<file path="config.mk">
export PLATFORM = sky130hd
export DESIGN_NAME = noc_serial_transmitter_flat
export DESIGN_NICKNAME = d
export VERILOG_FILES = /design/src/rtl/noc_serial_transmitter.sv /design/src/rtl/noc_serial_transmitter_if.sv /design/src/flat_wrapper.sv
export SDC_FILE = /design/constraint.sdc
export NUM_CORES = 1
export LEC_CHECK = 0
export CELL_PAD_IN_SITES_DETAIL_PLACEMENT = 1
export CELL_PAD_IN_SITES_GLOBAL_PLACEMENT = 2
export CORE_MARGIN = 2
export CORE_UTILIZATION = 32
export DETAILED_ROUTE_END_ITERATION = 6
export HOLD_SLACK_MARGIN = 0.05
export PLACE_DENSITY = 0.84
export REMOVE_ABC_BUFFERS = 1
export SYNTH_ARGS = -nofsm -noshare
export SYNTH_HDL_FRONTEND = slang
export SYNTH_SLANG_ARGS = --single-unit
</file>
<file path="constraint.sdc">
create_clock -name clk -period 3.8 [get_ports clk]
set_input_delay 0.57 -clock clk [delete_from_list [all_inputs] [get_ports clk]]
set_output_delay 0.57 -clock clk [all_outputs]
set_load 0.01 [all_outputs]
</file>
<file path="src/rtl/noc_serial_transmitter.sv">
// Flit format shared with the NoC, and the packet serialiser that sends one
// HEADER followed by DATA/TAIL flits, restarting from the header on reject.
package noc_serial_transmitter_pkg;
    localparam int FLIT_DATA_WIDTH = 8;

    typedef enum logic [1:0] {
        FLIT_NONE   = 2'd0,
        FLIT_HEADER = 2'd1,
        FLIT_DATA   = 2'd2,
        FLIT_TAIL   = 2'd3
    } flit_type_t;

    typedef struct packed {
        logic [3:0] dest;
        logic [3:0] free;
    } flit_hdr_t;

    typedef struct packed {
        flit_type_t                 flit_type;
        logic [FLIT_DATA_WIDTH-1:0] payload;
    } flit_t;

    localparam int FLIT_WIDTH = $bits(flit_t);
endpackage

module noc_serial_transmitter
    import noc_serial_transmitter_pkg::*;
#(
    parameter int PACKET_BITS  = 16,
    parameter int PADDING_BITS = 0
) (
    input  logic                                          clk,
    input  logic                                          rst_n,
    input  logic                                          start,
    input  flit_hdr_t                                     hdr,
    input  logic [(PADDING_BITS > 0 ? PADDING_BITS : 1)-1:0] padding,
    input  logic [PACKET_BITS-1:0]                        packet,
    noc_serial_transmitter_if.master                      up,
    output logic                                          busy,
    output logic                                          done
);
    localparam int N_FLITS  = (PACKET_BITS + FLIT_DATA_WIDTH - 1) / FLIT_DATA_WIDTH;
    localparam int CNT_W    = (N_FLITS > 1) ? $clog2(N_FLITS) : 1;
    localparam int EXT_BITS = N_FLITS * FLIT_DATA_WIDTH;

    typedef enum logic [1:0] {
        IDLE    = 2'd0,
        HEADER  = 2'd1,
        PAYLOAD = 2'd2,
        DONE    = 2'd3
    } state_t;

    state_t                     state, state_next;
    logic [CNT_W-1:0]           cnt, cnt_next;
    flit_hdr_t                  hdr_reg, hdr_in;
    logic [FLIT_DATA_WIDTH-1:0] payload_regs [N_FLITS];
    logic [EXT_BITS-1:0]        packet_ext;
    logic                       accept;
    logic                       is_tail;
    logic                       enable_out;
    flit_t                      flit_out;

    // The sideband overwrites the low bits of hdr.free; without it the header is taken as-is.
    generate
        if (PADDING_BITS > 0) begin : g_pad
            always_comb begin
                hdr_in = hdr;
                hdr_in.free[PADDING_BITS-1:0] = padding;
            end
        end else begin : g_nopad
            logic unused_padding;
            assign unused_padding = ^padding;
            assign hdr_in         = hdr;
        end
    endgenerate

    assign packet_ext = EXT_BITS'(packet);
    assign accept     = (state == IDLE) && start;
    assign is_tail    = (cnt == CNT_W'(N_FLITS - 1));

    always_ff @(posedge clk or negedge rst_n) begin
        if (!rst_n) begin
            hdr_reg <= '0;
            for (int i = 0; i < N_FLITS; i++) begin
                payload_regs[i] <= '0;
            end
        end else if (accept) begin
            hdr_reg <= hdr_in;
            for (int i = 0; i < N_FLITS; i++) begin
                payload_regs[i] <= packet_ext[i*FLIT_DATA_WIDTH +: FLIT_DATA_WIDTH];
            end
        end
    end

    always_ff @(posedge clk or negedge rst_n) begin
        if (!rst_n) begin
            state <= IDLE;
            cnt   <= '0;
        end else begin
            state <= state_next;
            cnt   <= cnt_next;
        end
    end

    // Outputs depend on state/cnt only; ack and rej steer just the next state.
    always_comb begin
        state_next = state;
        cnt_next   = cnt;
        enable_out = 1'b0;
        flit_out   = '0;
        busy       = (state != IDLE);
        done       = 1'b0;
        case (state)
            IDLE: begin
                if (start) begin
                    state_next = HEADER;
                    cnt_next   = '0;
                end
            end
            HEADER: begin
                enable_out         = 1'b1;
                flit_out.flit_type = FLIT_HEADER;
                flit_out.payload   = hdr_reg;
                if (up.rej) begin
                    cnt_next = '0;
                end else if (up.ack) begin
                    state_next = PAYLOAD;
                end
            end
            PAYLOAD: begin
                enable_out         = 1'b1;
                flit_out.flit_type = is_tail ? FLIT_TAIL : FLIT_DATA;
                flit_out.payload   = payload_regs[cnt];
                if (up.rej) begin
                    state_next = HEADER;
                    cnt_next   = '0;
                end else if (up.ack) begin
                    if (is_tail) begin
                        state_next = DONE;
                    end else begin
                        cnt_next = cnt + 1'b1;
                    end
                end
            end
            DONE: begin
                done       = 1'b1;
                state_next = IDLE;
            end
            default: state_next = IDLE;
        endcase
    end

    assign up.enable = enable_out;
    assign up.flit   = flit_out;
endmodule

</file>
<file path="src/rtl/noc_serial_transmitter_if.sv">
// Node-port link between an injecting client and a router: the transmitter
// presents a flit with enable, the router answers in the same cycle with ack/rej.
interface noc_serial_transmitter_if #(
    parameter int FLIT_WIDTH = 10
);
    logic                  enable;
    logic [FLIT_WIDTH-1:0] flit;
    logic                  ack;
    logic                  rej;

    modport master (output enable, output flit, input ack, input rej);
    modport slave  (input enable, input flit, output ack, output rej);
endinterface

</file>
<file path="src/flat_wrapper.sv">
// flat-port wrapper written by rule: the top's interface ports become plain ports
module noc_serial_transmitter_flat import noc_serial_transmitter_pkg::*;
#(
    parameter int PACKET_BITS  = 16,
    parameter int PADDING_BITS = 0
)
  (clk, rst_n, start, hdr, padding, packet, busy, done, up_enable, up_flit, up_ack, up_rej);
  noc_serial_transmitter_if #(.FLIT_WIDTH(FLIT_WIDTH)) up_i ();
  input  logic clk;
  input  logic rst_n;
  input  logic start;
  input  flit_hdr_t hdr;
  input  logic [(PADDING_BITS > 0 ? PADDING_BITS : 1)-1:0] padding;
  input  logic [PACKET_BITS-1:0] packet;
  output logic busy;
  output logic done;
  output wire logic [$bits(up_i.enable)-1:0] up_enable;
  output wire logic [$bits(up_i.flit)-1:0] up_flit;
  input wire logic [$bits(up_i.ack)-1:0] up_ack;
  input wire logic [$bits(up_i.rej)-1:0] up_rej;
  assign up_enable = up_i.enable;
  assign up_flit = up_i.flit;
  assign up_i.ack = up_ack;
  assign up_i.rej = up_rej;
  noc_serial_transmitter #(.PACKET_BITS(PACKET_BITS), .PADDING_BITS(PADDING_BITS)) u_core (.clk(clk), .rst_n(rst_n), .start(start), .hdr(hdr), .padding(padding), .packet(packet), .up(up_i), .busy(busy), .done(done));
endmodule
</file>
======== Word-level counts from Yosys, hierarchy flattened ========
Index checks and enable logic that the tools add are counted.
cells by class
  reductions and logical operators ........ 7
  add/sub/neg operators ................... 1
  bitwise logic cells ..................... 1
  shift-type cells ........................ 0
  equality and inequality tests ........... 9
  multiply operators ...................... 0
  $lt $le $gt $ge ......................... 1
  div/mod/pow operators ................... 0
  mux-type cells .......................... 20
operators by type and width
  operator                                              count
  2-to-1 mux 8 bit                                      3
  case mux 10 bit (2 select lines)                      1
  2-to-1 mux 2 bit                                      6
  2-to-1 mux 1 bit                                      8
  != test 2 bit (second input constant)                 4
  case mux 2 bit (4 select lines)                       1
  AND reduction 5 bit                                   1
  equality test 2 bit (second input constant)           2
  AND reduction 4 bit                                   1
  != test 3 x 2 -> 1 bit (second input constant)        1
  != test 3 bit (second input constant)                 1
  case mux 1 bit (3 select lines)                       1
  nonzero test 3 bit                                    1
  equality test 2 x 1 -> 1 bit (second input constant)  1
  >= comparator 2 bit (second input constant)           1
  zero test 2 bit                                       1
  NOT 1 -> 2 bit                                        1
  nonzero test 2 bit                                    1
  OR reduction 2 bit                                    1
  adder 1 bit (second input constant)                   1
  logical AND 1 bit                                     1
storage, ports and cells
  memories kept ........................... 0
  bits in registers ....................... 27
  ROM bits ................................ 0
  output and inout bits ................... 13
  bits in latches ......................... 0
  RAM bits ................................ 0
  logic and storage cells ................. 45

======== Depth between registers and ports, before layout ========
Gate-level depths: netlist (run 1).
  depth after elaboration ................. 5
  depth in mapped cells ................... 5
  gate-level depth less buffers ........... 5

======== Worst setup path after synthesis (run 1) ========
Ideal clock, no wire load.
  path type ............................... reg2out
  from .................................... reg u_core.state[0]
  to ...................................... out up_flit[4]
  buffers on the path ..................... 1
  path slack .............................. 1884 ps
  data required time ...................... 3230 ps
  cell stages (with the launch flop) ...... 6
  arrival time ............................ 1346 ps
  cells stage by stage .................... dfrtp_1 inv_1 ha_1 buf_1 a22oi_1 nor2b_1
between the ends
  cells in the longest elaborated chain, start to end .. 2
  elaborated cells on any way between the ends .. 3
  classes of those cells .................. eq/ne: 2; mux: 1
RTL lines
  element                                                              line                           RTL
  start: declaration                                                   noc_serial_transmitter.sv:53   state_t state, state_next;
  start signal: assignment                                             noc_serial_transmitter.sv:100  state <= state_next;
  equality test 2 bit or equality test 2 x 1 -> 1 bit (tied branches)  noc_serial_transmitter.sv:113  case (state)
  case mux 10 bit (2 select lines) *                                   noc_serial_transmitter.sv:113
  end: declaration                                                     flat_wrapper.sv:18             output wire logic [$bits(up_i.flit)-1:0] up_flit;
Mark *: on every way between the ends. The rest lies on a longest branch, timed or not.

======== Final worst setup path (run 1) ========
  from .................................... reg u_core.state[1]
  to ...................................... out up_flit[4]
The elaborated chain is that of the path after synthesis.

==> results of run 1 <==
==> layout by cell type (no fill, tap or decap) <==
| cell | synthesis | routed |
|---|---|---|
| sky130_fd_sc_hd__dfrtp_1 | 27 | 27 |
| sky130_fd_sc_hd__mux2_2 | 32 | 32 |
| sky130_fd_sc_hd__a211oi_1 | 2 | 2 |
| sky130_fd_sc_hd__inv_2 | 1 | 1 |
| sky130_fd_sc_hd__clkbuf_1 | 0 | 1 |
| sky130_fd_sc_hd__o21ai_1 | 1 | 1 |
| sky130_fd_sc_hd__buf_4 | 0 | 1 |
| sky130_fd_sc_hd__a22oi_1 | 8 | 8 |
| sky130_fd_sc_hd__nand2b_1 | 1 | 1 |
| sky130_fd_sc_hd__clkdlybuf4s50_1 | 0 | 41 |
| sky130_fd_sc_hd__a21oi_1 | 1 | 1 |
| sky130_fd_sc_hd__nand2_1 | 2 | 2 |
| sky130_fd_sc_hd__o21ai_0 | 2 | 2 |
| sky130_fd_sc_hd__clkbuf_8 | 0 | 3 |
| sky130_fd_sc_hd__mux2i_1 | 1 | 1 |
| sky130_fd_sc_hd__and3_1 | 1 | 1 |
| sky130_fd_sc_hd__o211a_1 | 1 | 1 |
| sky130_fd_sc_hd__a2111oi_2 | 2 | 2 |
| sky130_fd_sc_hd__nor2b_4 | 1 | 1 |
| sky130_fd_sc_hd__nor2b_1 | 10 | 10 |
| sky130_fd_sc_hd__nand2_2 | 1 | 1 |
| sky130_fd_sc_hd__o31a_1 | 1 | 1 |
| sky130_fd_sc_hd__o2bb2ai_1 | 1 | 1 |
| sky130_fd_sc_hd__ha_1 | 5 | 5 |
| sky130_fd_sc_hd__inv_1 | 3 | 3 |
==> per-stage QoR <==
stage | hold slack (ns) | std cells | util [%]
finish | 0.510 | 202 | 44.1
global route | 0.529 | 202 | 44.1
CTS | 0.514 | 202 | 44.1
detailed placement | 0.491 | 198 | 43.1
global placement | 0.483 | 198 | 43.1
floorplan | 0.274 | 104 | -
==> power groups by stage <==
| stage | Clock (µW) | Combinational, µW | Sequential (µW) |
|---|---|---|---|
| after floorplan | 0 | 521 | 501 |
| after global placement | 0 | 771 | 521 |
| after detailed placement | 0 | 791 | 536 |
| after CTS | 176 | 795 | 529 |
| after global routing | 188 | 862 | 551 |
| final | 164 | 785 | 528 |
==> path summary, 6_finish.rpt <==
check	startpoint	end	depth (start not counted)
max	u_core.state[1]	up_flit[4]	5
max reg2reg	u_core.state[0]	u_core.state[0]	5
max in group asynchronous	rst_n	u_core.payload_regs[7]	2
min in group asynchronous	rst_n	u_core.hdr_reg[6]	2
min	u_core.payload_regs[4]	u_core.payload_regs[4]	1
min reg2reg	u_core.payload_regs[4]	u_core.payload_regs[4]	1
==> logic make-up (layout without fill, tap and decap cells) <==
family / count (synthesis) / in the layout / share of synthesized area, %
DFF: 27 / 27 / 47.5
buffers and inverters: 9 / 50 / 4.05
AOI/OAI and AO/OA: 19 / 19 / 10.7
muxes: 33 / 33 / 26.1
and+or+nand+nor: 16 / 16 / 7.22
adders and majority gates: 5 / 5 / 4.40
==> Yosys cell counts, drive strengths merged <==
library cell,count,area [µm²]
inv,4,15.0
a211oi,2,15.0
o21ai,3,15.0
buf,5,42.5
nand2,3,13.8
mux2,32,360
mux2i,1,10.0
a22oi,8,60.1
o31a,1,8.76
nor2b,11,76.3
a2111oi,2,30.0
ha,5,62.6
a21oi,1,5.00
o2bb2ai,1,8.76
nand2b,1,6.26
and3,1,6.26
dfrtp,27,676
o211a,1,10.0
==> final cells by class <==
cell class	count	area [µm²]	share of cell area, %
Timing Repair Buffer	42	418	21.9
Inverter	4	15.0	0.787
Clock buffer	4	45.0	2.36
Multi-Input combinational cell	73	688	36.1
Sequential cell	27	676	35.4
Tap cell	52	65.1	3.41
==> metal layers <==
| layer | global-route usage (%) | share of wire [%] | up-vias |
|---|---|---|---|
| met1 | 18.0 | 44 | 494 |
| met3 | 3.56 | 6.1 | 3 |
| met5 | 0 | 0 | - |
| li1 | - | - | 477 |
| met2 | 23.5 | 49 | 33 |
| met4 | 3.77 | 1.0 | 0 |
==> worst max-delay path, cell delays in order, from the launching register on <==
cell and delay, ns:
sky130_fd_sc_hd__dfrtp_1 0.45, sky130_fd_sc_hd__inv_1 0.13, sky130_fd_sc_hd__ha_1 0.55, sky130_fd_sc_hd__a22oi_1 0.18, sky130_fd_sc_hd__nor2b_1 0.19, sky130_fd_sc_hd__clkdlybuf4s50_1 0.56
==> results.sh, run 1 <==
export IMPL_place_detailed_hpwl_mm=2.29
export IMPL_critPathLaunchType="register"
export IMPL_grt_start_max_net_pins=28
export IMPL_p_switching_uw=511
export IMPL_fin_ws_ns=0.893
export IMPL_power_share_of_the_combinational_group_pct=53.1
export IMPL_portBuffers=41
export IMPL_critical_path_arrival_ns=2.34
export IMPL_design_area_um2=1910
export IMPL_fin_crit_ns=2.91
export IMPL_largest_register_ff_count=16
export IMPL_worst_path_max_fanout=15
export IMPL_clock_path_buffers=2
export IMPL_tritoncts_num_sinks=27
export IMPL_filler_cell_count=467
export IMPL_grt_setup_unrepaired="no"
export IMPL_crit_type="reg -> out"
export IMPL_post_synth_inst_count=109
export IMPL_p_clk_share_pct=11.1
export IMPL_grt_usage_pct=14.0
export IMPL_fin_tns_setup_ns=0
export IMPL_clock_tree_root_cell="sky130_fd_sc_hd__clkbuf_8"
export IMPL_setup_viol=0
export IMPL_clock_latency_ns=0.28
export IMPL_final_max_slew_viol_count=0
export IMPL_skew_ns=0.00487
export IMPL_max_cap_viol_count=0
export IMPL_insertedDiodeCount=0
export IMPL_worst_vdd_rail_ir_drop_v=0.000249
export IMPL_antenna_found_initial=0
export IMPL_grt_pass1_wl_mm=5.47
export IMPL_design_power_total_uw=1480
export IMPL_wire_per_inst_um=15.9
export IMPL_hold_fails_final_rpt=0
export IMPL_tightest_slew_ns=0.603
export IMPL_finalWeightedCongestion=0.708
export IMPL_floorplan_rows=24
export IMPL_floorplan_initialDensity_pct=32.9
export IMPL_hold_class="reg -> reg"
export IMPL_yosys_warnings=0
export IMPL_cts_tree="yes"
export IMPL_count_of_hold_buffers_inserted_by_post_cts_repair=0
export IMPL_drt_antenna_violating_nets=0
export IMPL_detail_route_iter0_violations=31
export IMPL_num_io_pins=43
export IMPL_leakage_power_uw=0.000766
export IMPL_total_congestion_overflow=0
export IMPL_firstDrtPassIters=4
export IMPL_die_area_um2=4990
export IMPL_power_per_cell_area_nw_per_um2=774
export IMPL_power_switching_share_pct=34.6
export IMPL_worstPathRequired_ns=3.23
export IMPL_intPower_uw=966
export IMPL_synth_seq_area_share_pct=47.5
export IMPL_via_count=1007
export IMPL_finalCritPeriodShare_pct=76.5
export IMPL_post_cts_setup_buffers=0
export IMPL_die_height_um=70.6
export IMPL_syn_area_per_cell_um2=13.0
export IMPL_sequential_share_of_power_pct=35.7
export IMPL_cts_made_buffers=3
export IMPL_max_slew_margin_rel_pct=59.8
export IMPL_h_tree_depth=1
export IMPL_path_clk_slew_ns=0.09
export IMPL_end_kind="output pin"
export IMPL_finalWirelength_mm=3.20
export IMPL_viasPerCell=4.99
export IMPL_regToRegSetupSlack_ns=1.96
export IMPL_post_cts_resize_count=0
export IMPL_finish_net_count=186
export IMPL_count_of_state_elements_after_synthesis=27
export IMPL_synth_area_um2=1420
export IMPL_drive_above_1_share_pct=27.3
export IMPL_yosysUniqueCellTypes=24
export IMPL_run_status="complete, no violations"
export IMPL_dp_slack_ns=1.21
export IMPL_drc_errors=0
export IMPL_floorplan_core_area_um2=4320
export IMPL_dpl_cell_area_um2=1860
export IMPL_chipWidth_um=70.6
export IMPL_max_clock_freq_mhz=344
export IMPL_flow_area_growth_from_synthesis_pct=34.2
export IMPL_first_global_vias=1149
(Power assumes the default switching activity.)
==> run 2: changes to the inputs <==
Settings changed: CORE_UTILIZATION 32 to 27, PLACE_DENSITY 0.84 to 0.76.
Clock period 3.8 ns to 2.6 ns, I/O delays scaled along.
==> results.sh, run 2 (synthesized netlist as in run 1, its figures left out) <==
export IMPL_worst_path_max_fanout=13
export IMPL_leakage_power_uw=0.000775
export IMPL_crit_type="reg -> out"
export IMPL_worstPathRequired_ns=2.21
export IMPL_dp_slack_ns=0.142
export IMPL_via_count=1026
export IMPL_viasPerCell=4.60
export IMPL_critical_path_arrival_ns=2.10
export IMPL_flow_area_growth_from_synthesis_pct=40.3
export IMPL_detail_route_iter0_violations=53
export IMPL_floorplan_core_area_um2=5110
export IMPL_clock_tree_root_cell="sky130_fd_sc_hd__clkbuf_8"
export IMPL_finalWirelength_mm=3.43
export IMPL_largest_register_ff_count=16
export IMPL_drt_antenna_violating_nets=0
export IMPL_tritoncts_num_sinks=27
export IMPL_drc_errors=0
export IMPL_setup_viol=0
export IMPL_grt_usage_pct=12.1
export IMPL_hold_class="in -> async"
export IMPL_fin_crit_ns=2.49
export IMPL_grt_pass1_wl_mm=5.58
export IMPL_end_kind="output pin"
export IMPL_die_height_um=76.6
export IMPL_max_cap_viol_count=0
export IMPL_final_cell_mix="41 x sky130_fd_sc_hd__clkdlybuf4s50_1, 32 x sky130_fd_sc_hd__mux2_2, 26 x sky130_fd_sc_hd__dfrtp_1, 10 x sky130_fd_sc_hd__nor2b_1, 8 x sky130_fd_sc_hd__a22oi_1"
export IMPL_floorplan_rows=26
export IMPL_finalWeightedCongestion=0.719
export IMPL_clock_path_buffers=2
export IMPL_place_detailed_hpwl_mm=2.44
export IMPL_skew_ns=0.00868
export IMPL_power_per_cell_area_nw_per_um2=1140
export IMPL_clock_latency_ns=0.27
export IMPL_drive_above_1_share_pct=32.0
export IMPL_die_area_um2=5860
export IMPL_max_slew_margin_rel_pct=60.6
export IMPL_grt_start_max_net_pins=28
export IMPL_hold_fails_final_rpt=0
export IMPL_chipWidth_um=76.6
export IMPL_wire_per_inst_um=15.4
export IMPL_worstReg2RegStart="u_core.state[0]"
export IMPL_grt_setup_unrepaired="no"
export IMPL_cts_made_buffers=3
export IMPL_finalCritPeriodShare_pct=95.9
export IMPL_floorplan_initialDensity_pct=27.8
export IMPL_run_status="complete, no violations"
export IMPL_count_of_hold_buffers_inserted_by_post_cts_repair=0
export IMPL_regToRegSetupSlack_ns=0.66
export IMPL_portBuffers=41
export IMPL_worst_vdd_rail_ir_drop_v=0.000355
export IMPL_antenna_found_initial=0
export IMPL_insertedDiodeCount=0
export IMPL_total_congestion_overflow=0
export IMPL_first_global_vias=1081
export IMPL_r2r_end="u_core.state[0]"
export IMPL_max_clock_freq_mhz=401
export IMPL_final_max_slew_viol_count=0
export IMPL_firstDrtPassIters=4
export IMPL_most_frequent_standard_cell_in_the_layout_excluding_fill_and_tap_cells="sky130_fd_sc_hd__clkdlybuf4s50_1"
export IMPL_tightest_slew_ns=0.589
export IMPL_finish_net_count=189
export IMPL_cts_tree="yes"
export IMPL_h_tree_depth=1
export IMPL_critPathLaunchType="register"
export IMPL_worst_r2r_path_depth=6
export IMPL_num_io_pins=43
export IMPL_fin_tns_setup_ns=0
export IMPL_fin_ws_ns=0.107
export IMPL_path_clk_slew_ns=0.09
[run 2: how the worst max path moves through the flow]
stage	start	endpoint	slack, ns
2_1_floorplan	u_core.state[0]	up_flit[0]	0.98
3_3_place_gp	u_core.state[1]	up_flit[4]	0.23
3_5_place_dp	u_core.state[0]	up_flit[5]	0.14
4_1_cts	u_core.state[0]	up_flit[5]	0.003
5_1_grt	u_core.state[0]	up_flit[5]	0.01
6_report	u_core.state[0]	up_flit[5]	0.11
[run 2: per-layer routing]
layer | share of wire, % | track usage, % | vias up | wire length, µm
met3 | 2.7 | 2.01 | 2 | 94
met2 | 54 | 22.6 | 24 | 1840
li1 | - | - | 480 | -
met1 | 43 | 14.0 | 520 | 1460
met4 | 0.99 | 3.82 | 0 | 34
met5 | 0 | 0 | - | 0
[run 2: cell type report]
| class | count | area (µm²) |
|---|---|---|
| clock buffer | 4 | 45.0 |
| timing repair buffer | 45 | 440 |
| fill | 555 | 3110 |
| multi-input combinational | 73 | 726 |
| inverter | 4 | 18.8 |
| sequential | 27 | 677 |
| tap | 70 | 87.6 |
[run 2: critical path, stage by stage, from the launching register on]
cell and delay (ns):
sky130_fd_sc_hd__dfrtp_1 0.46, sky130_fd_sc_hd__clkinvlp_4 0.17, sky130_fd_sc_hd__buf_4 0.15, sky130_fd_sc_hd__ha_4 0.23, sky130_fd_sc_hd__a22oi_1 0.10, sky130_fd_sc_hd__nor2b_1 0.16, sky130_fd_sc_hd__clkdlybuf4s50_1 0.56
[run 2: metrics by stage]
stage / hold WS [ns] / cells / instance area [µm²] / total power, µW / util [%]
after global placement: 0.484 / 216 / 1880 / 1900 / 36.9
after detailed placement: 0.492 / 216 / 1880 / 1960 / 36.9
after CTS: 0.498 / 220 / 1930 / 2210 / 37.9
final: 0.494 / 223 / 1990 / 2280 / 39.0
after global routing: 0.514 / 223 / 1990 / 2450 / 39.0
after floorplan: 0.0944 / 104 / 1380 / 1490 / -
[run 2: repair_timing]
action / in CTS / in global routing
setup endpoints to repair: 9 / 8
cloned: 0 / 0
buffers inserted: 0 / 3
resized for setup: 2 / 6
[run 2: report_power, final]
group	total (µW)	switching (µW)	internal (µW)
registers	783	148	634
logic	1260	506	753
clock network	238	128	110
==> run 3: changes to the inputs <==
Settings changed: RECOVER_POWER set to 100.
==> results.sh, run 3 (synthesized netlist as in run 1, its figures left out) <==
export IMPL_wire_per_inst_um=15.3
export IMPL_detail_route_iter0_violations=52
export IMPL_via_count=1016
export IMPL_floorplan_core_area_um2=5110
export IMPL_antenna_found_initial=0
export IMPL_viasPerCell=4.56
export IMPL_cts_made_buffers=3
export IMPL_largest_register_ff_count=16
export IMPL_insertedDiodeCount=0
export IMPL_finish_net_count=189
export IMPL_count_of_hold_buffers_inserted_by_post_cts_repair=0
export IMPL_grt_usage_pct=12.1
export IMPL_hold_class="reg -> reg"
export IMPL_die_height_um=76.6
export IMPL_clock_tree_root_cell="sky130_fd_sc_hd__clkbuf_8"
export IMPL_p_switching_uw=782
export IMPL_floorplan_initialDensity_pct=27.8
export IMPL_end_kind="output pin"
export IMPL_smallest_hold_slack_ns=0.508
export IMPL_regToRegSetupSlack_ns=0.66
export IMPL_final_max_slew_viol_count=27
export IMPL_worst_path_max_fanout=13
export IMPL_worst_vdd_rail_ir_drop_v=0.000354
export IMPL_most_frequent_standard_cell_in_the_layout_excluding_fill_and_tap_cells="sky130_fd_sc_hd__clkdlybuf4s50_1"
export IMPL_h_tree_depth=1
export IMPL_run_status="finished, violations left"
export IMPL_power_switching_share_pct=34.3
export IMPL_worstPathRequired_ns=2.21
export IMPL_intPower_uw=1500
export IMPL_first_global_vias=1081
export IMPL_max_cap_viol_count=1
export IMPL_firstDrtPassIters=4
export IMPL_place_detailed_hpwl_mm=2.44
export IMPL_drive_above_1_share_pct=31.4
export IMPL_grt_setup_unrepaired="no"
export IMPL_worst_r2r_path_depth=6
export IMPL_post_route_util_pct=39.0
export IMPL_finalWeightedCongestion=0.719
export IMPL_final_cell_mix="40 x sky130_fd_sc_hd__clkdlybuf4s50_1, 32 x sky130_fd_sc_hd__mux2_2, 26 x sky130_fd_sc_hd__dfrtp_1, 10 x sky130_fd_sc_hd__nor2b_1, 8 x sky130_fd_sc_hd__a22oi_1"
export IMPL_crit_end="up_flit[5]"
export IMPL_fin_tns_setup_ns=0
export IMPL_power_per_cell_area_nw_per_um2=1140
export IMPL_power_share_of_the_combinational_group_pct=55.2
export IMPL_r2r_end="u_core.state[0]"
export IMPL_drc_errors=0
export IMPL_skew_ns=0.00840
export IMPL_setup_viol=0
export IMPL_grt_start_max_net_pins=28
export IMPL_sequential_share_of_power_pct=34.3
export IMPL_clock_path_buffers=2
export IMPL_finalCritPeriodShare_pct=95.9
export IMPL_crit_type="reg -> out"
export IMPL_hold_fails_final_rpt=0
export IMPL_flow_area_growth_from_synthesis_pct=40.1
export IMPL_tritoncts_num_sinks=27
export IMPL_max_slew_margin_rel_pct=-0.266
export IMPL_critical_path_arrival_ns=2.10
export IMPL_leakage_power_uw=0.000771
export IMPL_grt_pass1_wl_mm=5.58
export IMPL_portBuffers=41
export IMPL_path_clk_slew_ns=0.09
export IMPL_crit_start="u_core.state[0]"
export IMPL_floorplan_rows=26
export IMPL_p_clk_share_pct=10.5
export IMPL_critPathLaunchType="register"
export IMPL_total_congestion_overflow=0
export IMPL_finalWirelength_mm=3.41
export IMPL_filler_cell_count=554
export IMPL_cts_tree="yes"
export IMPL_max_clock_freq_mhz=401
export IMPL_clock_latency_ns=0.27
export IMPL_tightest_slew_ns=1.50
export IMPL_drt_antenna_violating_nets=0
export IMPL_die_area_um2=5860
export IMPL_num_io_pins=43
export IMPL_fin_crit_ns=2.49
export IMPL_chipWidth_um=76.6
export IMPL_violations="capacitance limit, slew limit"
export IMPL_worstReg2RegStart="u_core.state[0]"
-- run 3: area by class of cell --
cell class	count	area, µm²	area share [%]
clock buffers	4	45.0	2.26
repair buffers	45	437	21.9
inverters	4	18.8	0.943
well taps	70	87.6	4.40
multi-input cells	73	726	36.5
flip-flops and latches	27	677	34.0
-- run 3: critical path, stage by stage (launching register included) --
cell                              delay (ns)
sky130_fd_sc_hd__dfrtp_1                0.46
sky130_fd_sc_hd__clkinvlp_4             0.17
sky130_fd_sc_hd__buf_4                  0.15
sky130_fd_sc_hd__ha_4                   0.23
sky130_fd_sc_hd__a22oi_1                0.10
sky130_fd_sc_hd__nor2b_1                0.16
sky130_fd_sc_hd__clkdlybuf4s50_1        0.56
-- run 3: how the worst min path moves through the flow --
stage / start / end / slack, ns / cells after the start
floorplan: rst_n / u_core.cnt / 0.09 / 0
global placement: u_core.payload_regs[2] / u_core.payload_regs[2] / 0.48 / 1
detailed placement: u_core.payload_regs[3] / u_core.payload_regs[3] / 0.49 / 1
CTS: rst_n / u_core.hdr_reg[3] / 0.50 / 2
global route: u_core.payload_regs[11] / u_core.payload_regs[11] / 0.53 / 1
finish: u_core.payload_regs[11] / u_core.payload_regs[11] / 0.51 / 1
-- run 3: power groups by stage --
stage               combinational (µW)  clock [µW]  sequential [µW]
detailed placement                1170           0              784
global placement                  1140           0              762
finish                            1260         238              782
global route                      1370         266              815
CTS                               1180         252              775
floorplan                          762           0              732
-- run 3: per-layer routing --
| layer | part of all wire [%] | routed length (µm) | track usage [%] |
|---|---|---|---|
| met1 | 43 | 1460 | 14.0 |
| met2 | 54 | 1830 | 22.6 |
| met3 | 2.6 | 89 | 2.01 |
| met4 | 1.0 | 34 | 3.82 |
| met5 | 0 | 0 | 0 |
-- run 3: metrics by stage --
stage               cell area [µm²]  total power (µW)  setup WS [ns]  std cells
floorplan                      1380              1490          0.978        104
global placement               1880              1900          0.225        216
detailed placement             1880              1960          0.142        216
CTS                            1930              2210        0.00337        220
global route                   1990              2450         0.0107        223
finish                         1990              2280          0.106        223
-- run 3: timing repair --
action,CTS,global route
endpoints found under the hold margin,0,0
setup buffers,0,3
setup endpoints to repair,9,8
resized for setup,2,6
